File: config.mk
export PLATFORM = sky130hd
export DESIGN_NAME = led_sequencer_flat
export DESIGN_NICKNAME = d
export VERILOG_FILES = /design/src/rtl/ledseq_pkg.sv /design/src/rtl/led_sequencer_if.sv /design/src/rtl/led_sync2.sv /design/src/rtl/led_sequencer.sv /design/src/flat_wrapper.sv
export SDC_FILE = /design/constraint.sdc
export NUM_CORES = 1
export LEC_CHECK = 0
export BUFFER_PORTS_ARGS = -buffer_cell sky130_fd_sc_hd__buf_2
export CORE_MARGIN = 1.5
export CORE_UTILIZATION = 38
export DETAILED_ROUTE_END_ITERATION = 10
export PLACE_DENSITY = 0.57
export SETUP_SLACK_MARGIN = 0.15
export SLEW_MARGIN = 5
export SYNTH_ARGS = -nofsm -noshare
export SYNTH_HDL_FRONTEND = slang
export SYNTH_SLANG_ARGS = --single-unit
File: constraint.sdc
create_clock -name clk -period 4.71 [get_ports clk]
set_input_delay 0.2355 -clock clk [delete_from_list [all_inputs] [get_ports clk]]
set_output_delay 0.2355 -clock clk [all_outputs]
set_load 0.05 [all_outputs]
File: src/rtl/ledseq_pkg.sv
// Shared types and constants for the LED sequencer.
package ledseq_pkg;

  typedef enum logic [1:0] {
    MODE_CHASE  = 2'd0,
    MODE_BOUNCE = 2'd1,
    MODE_BINARY = 2'd2,
    MODE_BLINK  = 2'd3
  } mode_e;

  localparam int SYNC_STAGES = 2;

endpackage

File: src/rtl/led_sequencer_if.sv
// PMOD control inputs and LED outputs of the sequencer; the step line exists only with LEDSEQ_STEP_EN.
interface led_sequencer_if #(
  parameter int N_LEDS = 5
);

  logic [1:0]        mode;
  logic [1:0]        speed;
  logic              dir;
  logic              run;
`ifdef LEDSEQ_STEP_EN
  logic              step;
`endif
  logic [N_LEDS-1:0] led;
  logic              tick;

`ifdef LEDSEQ_STEP_EN
  modport master (output mode, speed, dir, run, step, input led, tick);
  modport slave  (input mode, speed, dir, run, step, output led, tick);
`else
  modport master (output mode, speed, dir, run, input led, tick);
  modport slave  (input mode, speed, dir, run, output led, tick);
`endif

endinterface

File: src/rtl/led_sync2.sv
// Multi-bit 2-flop synchroniser for slow asynchronous PMOD levels; bits are not treated as a coherent bus.
module led_sync2
  import ledseq_pkg::*;
#(
  parameter int W = 1
) (
  input  logic         clk,
  input  logic         rst_n,
  input  logic [W-1:0] d_i,
  output logic [W-1:0] q_o
);

  logic [SYNC_STAGES-1:0][W-1:0] sync_q;

  always_ff @(posedge clk or negedge rst_n) begin
    if (!rst_n) begin
      sync_q <= '0;
    end else begin
      sync_q <= {sync_q[SYNC_STAGES-2:0], d_i};
    end
  end

  assign q_o = sync_q[SYNC_STAGES-1];

endmodule

File: src/rtl/led_sequencer.sv
// Programmable-rate LED pattern generator (chase, bounce, binary, blink) driven by PMOD inputs.
// Define LEDSEQ_STEP_EN to add a single-step input that advances the pattern while run=0.
module led_sequencer
  import ledseq_pkg::*;
#(
  parameter int CLK_HZ  = 12000000,
  parameter int TICK_HZ = 2,
  parameter int N_LEDS  = 5
) (
  input  logic           clk,
  input  logic           rst_n,
  led_sequencer_if.slave io
);

  localparam int DIV = CLK_HZ / TICK_HZ;
  localparam int CW  = $clog2(DIV);
  localparam int PW  = $clog2(N_LEDS);
  localparam logic [PW-1:0] LAST = PW'(N_LEDS - 1);

  if ((DIV >> 3) < 1) begin : g_div_check
    $error("led_sequencer: CLK_HZ/TICK_HZ must be at least 8");
  end
  if (N_LEDS < 2 || N_LEDS > 16) begin : g_leds_check
    $error("led_sequencer: N_LEDS must be in 2..16");
  end

  logic [5:0]        ctrlSync;
  mode_e             modeS;
  logic [1:0]        speedS;
  logic              dirS;
  logic              runS;
  logic              stepAdv;

  mode_e             modePrev_q;
  logic [CW-1:0]     prescale_q, prescale_d, limit;
  logic [PW-1:0]     pos_q, pos_d;
  logic              bncDir_q, bncDir_d;
  logic [N_LEDS-1:0] bin_q, bin_d;
  logic              blink_q, blink_d;
  logic              tick_q, tick_d;
  logic [N_LEDS-1:0] led_q, led_d;
  logic              modeChange;
  logic              advance;

  led_sync2 #(.W(6)) u_sync_ctrl (
    .clk   (clk),
    .rst_n (rst_n),
    .d_i   ({io.mode, io.speed, io.dir, io.run}),
    .q_o   (ctrlSync)
  );

  assign modeS  = mode_e'(ctrlSync[5:4]);
  assign speedS = ctrlSync[3:2];
  assign dirS   = ctrlSync[1];
  assign runS   = ctrlSync[0];

`ifdef LEDSEQ_STEP_EN
  logic stepS;
  logic stepPrev_q;

  led_sync2 #(.W(1)) u_sync_step (
    .clk   (clk),
    .rst_n (rst_n),
    .d_i   (io.step),
    .q_o   (stepS)
  );

  always_ff @(posedge clk or negedge rst_n) begin
    if (!rst_n) begin
      stepPrev_q <= 1'b0;
    end else begin
      stepPrev_q <= stepS;
    end
  end

  assign stepAdv = ~runS & stepS & ~stepPrev_q;
`else
  assign stepAdv = 1'b0;
`endif

  function automatic logic [N_LEDS-1:0] decode(mode_e m, logic [PW-1:0] p,
                                               logic [N_LEDS-1:0] b, logic bl);
    logic [N_LEDS-1:0] one;
    one = N_LEDS'(1);
    case (m)
      MODE_CHASE, MODE_BOUNCE: decode = one << p;
      MODE_BINARY:             decode = b;
      default:                 decode = {N_LEDS{bl}};
    endcase
  endfunction

  // Display follows the mode that owns the current state, so a mode switch never shows stale state decoded the new way.
  always_comb begin
    limit      = CW'((DIV >> speedS) - 1);
    modeChange = (modeS != modePrev_q);
    prescale_d = prescale_q;
    pos_d      = pos_q;
    bncDir_d   = bncDir_q;
    bin_d      = bin_q;
    blink_d    = blink_q;
    tick_d     = 1'b0;
    advance    = 1'b0;
    led_d      = decode(modePrev_q, pos_q, bin_q, blink_q);

    if (modeChange) begin
      prescale_d = '0;
      pos_d      = '0;
      bncDir_d   = 1'b0;
      bin_d      = '0;
      blink_d    = 1'b0;
      led_d      = decode(modeS, '0, '0, 1'b0);
    end else begin
      if (runS) begin
        if (prescale_q >= limit) begin
          prescale_d = '0;
          advance    = 1'b1;
        end else begin
          prescale_d = prescale_q + 1'b1;
        end
      end else begin
        advance = stepAdv;
      end

      if (advance) begin
        tick_d = 1'b1;
        case (modeS)
          MODE_CHASE: begin
            if (dirS) pos_d = (pos_q == '0) ? LAST : pos_q - 1'b1;
            else      pos_d = (pos_q == LAST) ? '0 : pos_q + 1'b1;
          end
          MODE_BOUNCE: begin
            // Direction flips on arrival so each end position is shown exactly once.
            if (!bncDir_q) begin
              pos_d = pos_q + 1'b1;
              if (pos_d == LAST) bncDir_d = 1'b1;
            end else begin
              pos_d = pos_q - 1'b1;
              if (pos_d == '0) bncDir_d = 1'b0;
            end
          end
          MODE_BINARY: bin_d   = dirS ? bin_q - 1'b1 : bin_q + 1'b1;
          default:     blink_d = ~blink_q;
        endcase
      end
    end
  end

  always_ff @(posedge clk or negedge rst_n) begin
    if (!rst_n) begin
      modePrev_q <= MODE_CHASE;
      prescale_q <= '0;
      pos_q      <= '0;
      bncDir_q   <= 1'b0;
      bin_q      <= '0;
      blink_q    <= 1'b0;
      tick_q     <= 1'b0;
      led_q      <= N_LEDS'(1);
    end else begin
      modePrev_q <= modeS;
      prescale_q <= prescale_d;
      pos_q      <= pos_d;
      bncDir_q   <= bncDir_d;
      bin_q      <= bin_d;
      blink_q    <= blink_d;
      tick_q     <= tick_d;
      led_q      <= led_d;
    end
  end

  assign io.led  = led_q;
  assign io.tick = tick_q;

endmodule

File: src/flat_wrapper.sv
// flat-port wrapper written by rule: the top's interface ports become plain ports
module led_sequencer_flat import ledseq_pkg::*;
#(
  parameter int CLK_HZ  = 12000000,
  parameter int TICK_HZ = 2,
  parameter int N_LEDS  = 5
)
  (clk, rst_n, io_mode, io_speed, io_dir, io_run, io_led, io_tick);
  led_sequencer_if #(.N_LEDS(N_LEDS)) io_i ();
  input  logic clk;
  input  logic rst_n;
  input wire logic [$bits(io_i.mode)-1:0] io_mode;
  input wire logic [$bits(io_i.speed)-1:0] io_speed;
  input wire logic [$bits(io_i.dir)-1:0] io_dir;
  input wire logic [$bits(io_i.run)-1:0] io_run;
  output wire logic [$bits(io_i.led)-1:0] io_led;
  output wire logic [$bits(io_i.tick)-1:0] io_tick;
  assign io_i.mode = io_mode;
  assign io_i.speed = io_speed;
  assign io_i.dir = io_dir;
  assign io_i.run = io_run;
  assign io_led = io_i.led;
  assign io_tick = io_i.tick;
  led_sequencer #(.CLK_HZ(CLK_HZ), .TICK_HZ(TICK_HZ), .N_LEDS(N_LEDS)) u_core (.clk(clk), .rst_n(rst_n), .io(io_i));
endmodule
==> impl_metrics.ini, run 1 <==
[outcome]
status = completed

[setup_path]
critical_path_required_ns = 4.93
crit_path_end_kind = flip-flop
critPathMaxFanout = 25
worst-setup-path-type = flip-flop to flip-flop
worstPathArrival_ns = 4.23
start_kind = flip-flop

[yosys]
syn-num-nets = 428
ys.flop_type = dfrtp_1
synth_area_sq_um = 3493
ys_types = 48
synthCells = 379
ys_seq_area_frac = 0.3800
yosysWarnings = 0
ys_seq_elements = 53
syn_area_per_cell_sq_um = 9.217
synth-edff-count = 0
async_flop_share = 1.000

[global_routing]
antenna_found_initial = 0
grt_pass1_vias = 2763
grt_max_degree = 54
grt_usage = 0.1763
gr-total-overflow = 0
grt_pass1_wl_microns = 14080

[floorplanning]
die_w_microns = 98.88
ios = 14
core_sq_um = 8806
initial_core_util = 0.3967
rows = 34
die_y_microns = 98.88
die_area_sq_um = 9777

[detailed_routing]
ant_nets = 0
wl_microns = 8092
first_pass_iters = 4
via_per_inst = 5.907
vias = 2924
wl_per_cell_microns = 16.35
drtIter0Drc = 206
drcViolationCount = 0

[timing]
drv_slew = 0
finalHoldViolations = 0
finalSetupViolCount = 0
fin_skew_ns = 0.01686
worst_pin_slew_ns = 0.9297
maxSlewHeadroom = 0.3755
fin_ws_ns = 0.7030
max_freq_mhz = 249.6
period_share = 0.8508
rsz0062_at_grt = false
finalSetupTns_ns = 0
fin_crit_ns = 4.007

[clock_network]
cts_tree = yes
cts_buffer_depth = 2
clk_transition_reported_paths_ns = 0.10
ctsHoldBuffers = 0
postCtsSetupRepairBufs = 0
cts-root-buf = clkbuf_8
htree_num_levels = 2
cts.sinks = 53
cts_resized = 0
cts_buffers = 5
clk_latency_ns = 0.31

[pwr]
cellPowerDensity_nw_per_um2 = 223.2
ir_drop_v = 0.0001143
p_leak_uw = 0.001720
total_power_uw = 839.8

[cells_and_area]
multi_input_area_sq_um = 2037
seq_area_sq_um = 1328
drive_gt1_frac = 0.08269
fill_cells = 852
synthToLayoutAreaGrowth_pct = 7.701
mostFrequentLayoutCell = dfrtp_1
antenna_cells = 0
stdcell_count = 495
fin_nets = 435
final_cell_mix = dfrtp_1, ha_1, nand3_1, a21oi_1, nand4_1

[place]
dp.cells = 487
place_ws_ns = 0.7558
numPortBuffers = 13
dp_hpwl_microns = 5722
gp_congestion = 0.8445

[run]
cap_violations = 0

[min_path]
hold_class = input pin to flip-flop
-- cells in the mapped netlist, types with 4 or more instances --
library cell | number | area (sq um)
xnor2_1 | 5 | 43.79
or4_1 | 8 | 60.06
o211ai_1 | 5 | 37.54
nand2_1 | 17 | 63.81
ha_1 | 40 | 500.5
mux2i_1 | 7 | 70.07
clkbuf_1 | 14 | 52.55
nor2_1 | 17 | 63.81
dfrtp_1 | 52 | 1301
o22ai_1 | 4 | 25.02
a21o_1 | 8 | 60.06
inv_1 | 17 | 63.81
nor3_1 | 12 | 60.06
and3_1 | 14 | 87.58
a21oi_1 | 25 | 125.1
nand4_1 | 21 | 131.4
or3_1 | 11 | 68.82
o21ai_0 | 12 | 60.06
nand3_1 | 38 | 190.2
a31oi_1 | 8 | 50.05
buf_2 | 4 | 20.02
-- report_power, final --
part | internal (uW) | switching [uW] | leakage (uW)
logic | 29.5 | 72.9 | 0.000975
clock network | 106 | 157 | 0.0000414
registers | 465 | 9.12 | 0.000703
total | 601 | 239 | 0.00172
-- final cells by class --
class	instances	share of cell area
clock buffer	6	0.01929
tap	108	0.03592
clock inverter	2	0.004323
timing repair buffer	19	0.02927
inverter	17	0.01696
sequential	53	0.3528
multi-input combinational	290	0.5414
-- critical path: stages (launching register included) --
cell,delay [ns]
dfrtp_1,0.48
inv_1,0.15
ha_1,0.34
or3_1,0.40
xnor2_1,0.14
ha_1,0.29
a21o_1,0.16
a21o_1,0.18
a21o_1,0.22
nor4_4,0.82
buf_4,0.41
nand2_1,0.14
o211ai_1,0.20
-- final timing paths --
path / from / depth (start not counted) / slack, ns / to
setup / recovery: u_core.u_sync_ctrl.q_o[3] / 12 / 0.70 / u_core.prescale_q[3]
hold reg to reg: u_core.u_sync_ctrl.sync_q[4] / 0 / 0.36 / u_core.u_sync_ctrl.q_o[4]
setup reg to reg: u_core.u_sync_ctrl.q_o[3] / 12 / 0.70 / u_core.prescale_q[3]
max in group asynchronous: rst_n / 2 / 4.21 / u_core.pos_q[0]
min in group asynchronous: rst_n / 2 / 0.04 / u_core.pos_q[1]
hold / removal: io_speed[0] / 1 / 0.03 / u_core.u_sync_ctrl.sync_q[2]
-- stage by stage --
stage | hold slack (ns) | util | cell area, sq um
detailed placement | 0.3365 | 0.4172 | 3674
finish | 0.02938 | 0.4273 | 3762
global placement | 0.3334 | 0.4172 | 3674
CTS | 0.01658 | 0.4273 | 3762
floorplan | -0.06009 | - | 3493
global route | 0.01369 | 0.4273 | 3762
-- cell families after synthesis --
| logic type | after synthesis | synth area share |
|---|---|---|
| flops | 53 | 0.3800 |
| mux | 7 | 0.02006 |
| fa+ha+maj | 41 | 0.1490 |
| xor+xnor | 7 | 0.01755 |
| simple gates | 156 | 0.2479 |
| buf+inv | 36 | 0.04011 |
| compound gates | 79 | 0.1454 |
-- registers in the layout, indices dropped and copies added, names as in the netlist --
name	flops
u_core.pos_q	3
u_core.prescale_q	23
u_core.modePrev_q	2
u_core.io.tick	1
u_core.io.led	5
u_core.u_sync_ctrl.sync_q	6
u_core.bncDir_q	1
u_core.blink_q	1
u_core.u_sync_ctrl.q_o	6
u_core.bin_q	5
-- metal layers --
layer / routed length (microns) / track usage
met1: 4184 / 0.2709
met2: 3664 / 0.2668
met3: 191 / 0.02057
met4: 52 / 0.03516
met5: 0 / 0
Power figures use the tool's default switching activity.
==> run 2: changes to the inputs <==
--- a/config.mk
+++ b/config.mk
@@ -8,9 +8,10 @@
 export BUFFER_PORTS_ARGS = -buffer_cell sky130_fd_sc_hd__buf_2
 export CORE_MARGIN = 1.5
 export CORE_UTILIZATION = 38
+export CTS_BUF_LIST = sky130_fd_sc_hd__clkbuf_8 sky130_fd_sc_hd__clkbuf_16
 export DETAILED_ROUTE_END_ITERATION = 10
 export PLACE_DENSITY = 0.57
-export SETUP_SLACK_MARGIN = 0.15
+export SETUP_SLACK_MARGIN = 0.3
 export SLEW_MARGIN = 5
 export SYNTH_ARGS = -nofsm -noshare
 export SYNTH_HDL_FRONTEND = slang
==> impl_metrics.ini, run 2 (synthesis results as in run 1) <==
[timing]
finalHoldViolations = 0
maxSlewHeadroom = 0.3769
finalSetupTns_ns = 0
whs_ns = 0.02921
fin_skew_ns = 0.01632
fin_crit_ns = 4.011
rsz0062_at_grt = false
period_share = 0.8517
max_freq_mhz = 249.3
drv_slew = 0
worst_pin_slew_ns = 0.9276
fin_ws_ns = 0.6986
finalSetupViolCount = 0

[setup_path]
crit_slowest_cell = nor4_4
r2r_slack_ns = 0.70
start_kind = flip-flop
critPathMaxFanout = 25
crit_buf_inv = 2
critical_path_required_ns = 4.93
r2r-end = u_core.prescale_q[3]
worst-setup-path-type = flip-flop to flip-flop
cp_top_family = simple AND/OR/NAND/NOR gates
r2r-start = u_core.u_sync_ctrl.q_o[3]
cp_cell_sequence = inv_1 > ha_1 > or3_1 > xnor2_1 > ha_1 > a21o_1 > a21o_1 > a21o_1 > nor4_4 > buf_4 > nand2_1 > o211ai_1
worstPathArrival_ns = 4.23
cp_common_cell = a21o_1
cp_slowest_stage_delay_ns = 0.82
crit_path_end_kind = flip-flop
rr_worst_depth = 12

[clock_network]
cts_resized = 0
ctsHoldBuffers = 0
cts.sinks = 53
cts-root-buf = clkbuf_8
clk_latency_ns = 0.31
htree_num_levels = 2
postCtsSetupRepairBufs = 0
clk_transition_reported_paths_ns = 0.10
cts_buffers = 5
cts_tree = yes
cts_buffer_depth = 2

[floorplanning]
core_sq_um = 8806
rows = 34
die_area_sq_um = 9777
die_w_microns = 98.88
die_y_microns = 98.88
ios = 14
initial_core_util = 0.3967

[cells_and_area]
final_cell_mix = dfrtp_1, ha_1, nand3_1, a21oi_1, nand4_1
largest_reg_flops = 23
drive_gt1_frac = 0.08269
fin_nets = 435
final_cell_area_sq_um = 3762
synthToLayoutAreaGrowth_pct = 7.701
antenna_cells = 0
stdcell_count = 495
mostFrequentLayoutCell = dfrtp_1
top_register = u_core.prescale_q

[detailed_routing]
first_pass_iters = 5
drcViolationCount = 0
wl_microns = 8102
wl_per_cell_microns = 16.37
drtIter0Drc = 221
via_per_inst = 5.954
ant_nets = 0
vias = 2947

[pwr]
p_sw_uw = 238.8
share_comb_of_total_power = 0.122
p_seq_frac = 0.566
p_leak_uw = 0.001724
switching_share = 0.2852
cellPowerDensity_nw_per_um2 = 222.5
internal_power_uw = 598.4
ir_drop_v = 0.0001128
p_clk_frac = 0.311

[global_routing]
antenna_found_initial = 0
grt_pass1_vias = 2763
grt_usage = 0.1763
gr-total-overflow = 0
grt_max_degree = 54
grt_pass1_wl_microns = 14080

[place]
place_ws_ns = 0.7558
numPortBuffers = 13
gp_congestion = 0.8445
dp.cells = 487
dp_hpwl_microns = 5722
place_area_sq_um = 3674

[min_path]
min_from = io_speed[0]
whs_path_depth = 1
hold_class = input pin to flip-flop
min_to = u_core.u_sync_ctrl.sync_q[2]

[run]
cap_violations = 0

[outcome]
status = completed
[run 2: cell count changes in the layout (fill, tap and decap cells not counted)]
cell      delta
inv_1        +1
clkbuf_1     -1
[run 2: worst register-to-register path, cell delays in order (launching register included)]
cell and delay (ns):
dfrtp_1 0.48, inv_1 0.15, ha_1 0.34, or3_1 0.40, xnor2_1 0.14, ha_1 0.29, a21o_1 0.16, a21o_1 0.18
a21o_1 0.22, nor4_4 0.82, buf_4 0.41, nand2_1 0.15, o211ai_1 0.20
[run 2: metrics by stage]
step,total power (uW),utilization
2_1_floorplan,550.6,-
4_1_cts,851.4,0.4273
5_1_grt,879.8,0.4273
3_5_place_dp,586.0,0.4172
6_report,837.2,0.4273
3_3_place_gp,584.1,0.4172
[run 2: worst max path at each step]
stage,end,startpoint,cells after the start
after floorplan,u_core.prescale_q[17],u_core.u_sync_ctrl.q_o[3],12
after global routing,u_core.prescale_q[4],u_core.u_sync_ctrl.q_o[3],12
after detailed placement,u_core.prescale_q[3],u_core.u_sync_ctrl.q_o[3],12
final,u_core.prescale_q[3],u_core.u_sync_ctrl.q_o[3],12
after CTS,u_core.prescale_q[3],u_core.u_sync_ctrl.q_o[3],12
after global placement,u_core.prescale_q[3],u_core.u_sync_ctrl.q_o[3],12
[run 2: layout make-up]
class | count | area, sq um
Clock inverter | 3 | 20.02
Multi-Input combinational cell | 290 | 2037
Tap cell | 108 | 135.1
Clock buffer | 5 | 68.82
Timing Repair Buffer | 19 | 110.1
Sequential cell | 53 | 1328
Inverter | 17 | 63.81
Fill cell | 852 | 5044
[run 2: layer usage]
layer  vias to the layer above  routed length (microns)  GRT usage  part of all wire
met3                         2                      228    0.02057             0.028
met1                      1442                     4168     0.2709              0.51
met2                        55                     3669     0.2668              0.45
met5                         -                        0          0                 0
met4                         0                       36    0.03516            0.0044
li1                       1448                        -          -                 -
[run 2: power groups by stage]
| stage | registers, uW | clock network, uW | logic (uW) |
|---|---|---|---|
| 2_1_floorplan | 489 | 0 | 61.7 |
| 3_3_place_gp | 483 | 0 | 101 |
| 3_5_place_dp | 483 | 0 | 103 |
| 4_1_cts | 474 | 274 | 103 |
| 5_1_grt | 476 | 288 | 116 |
| 6_report | 474 | 261 | 102 |
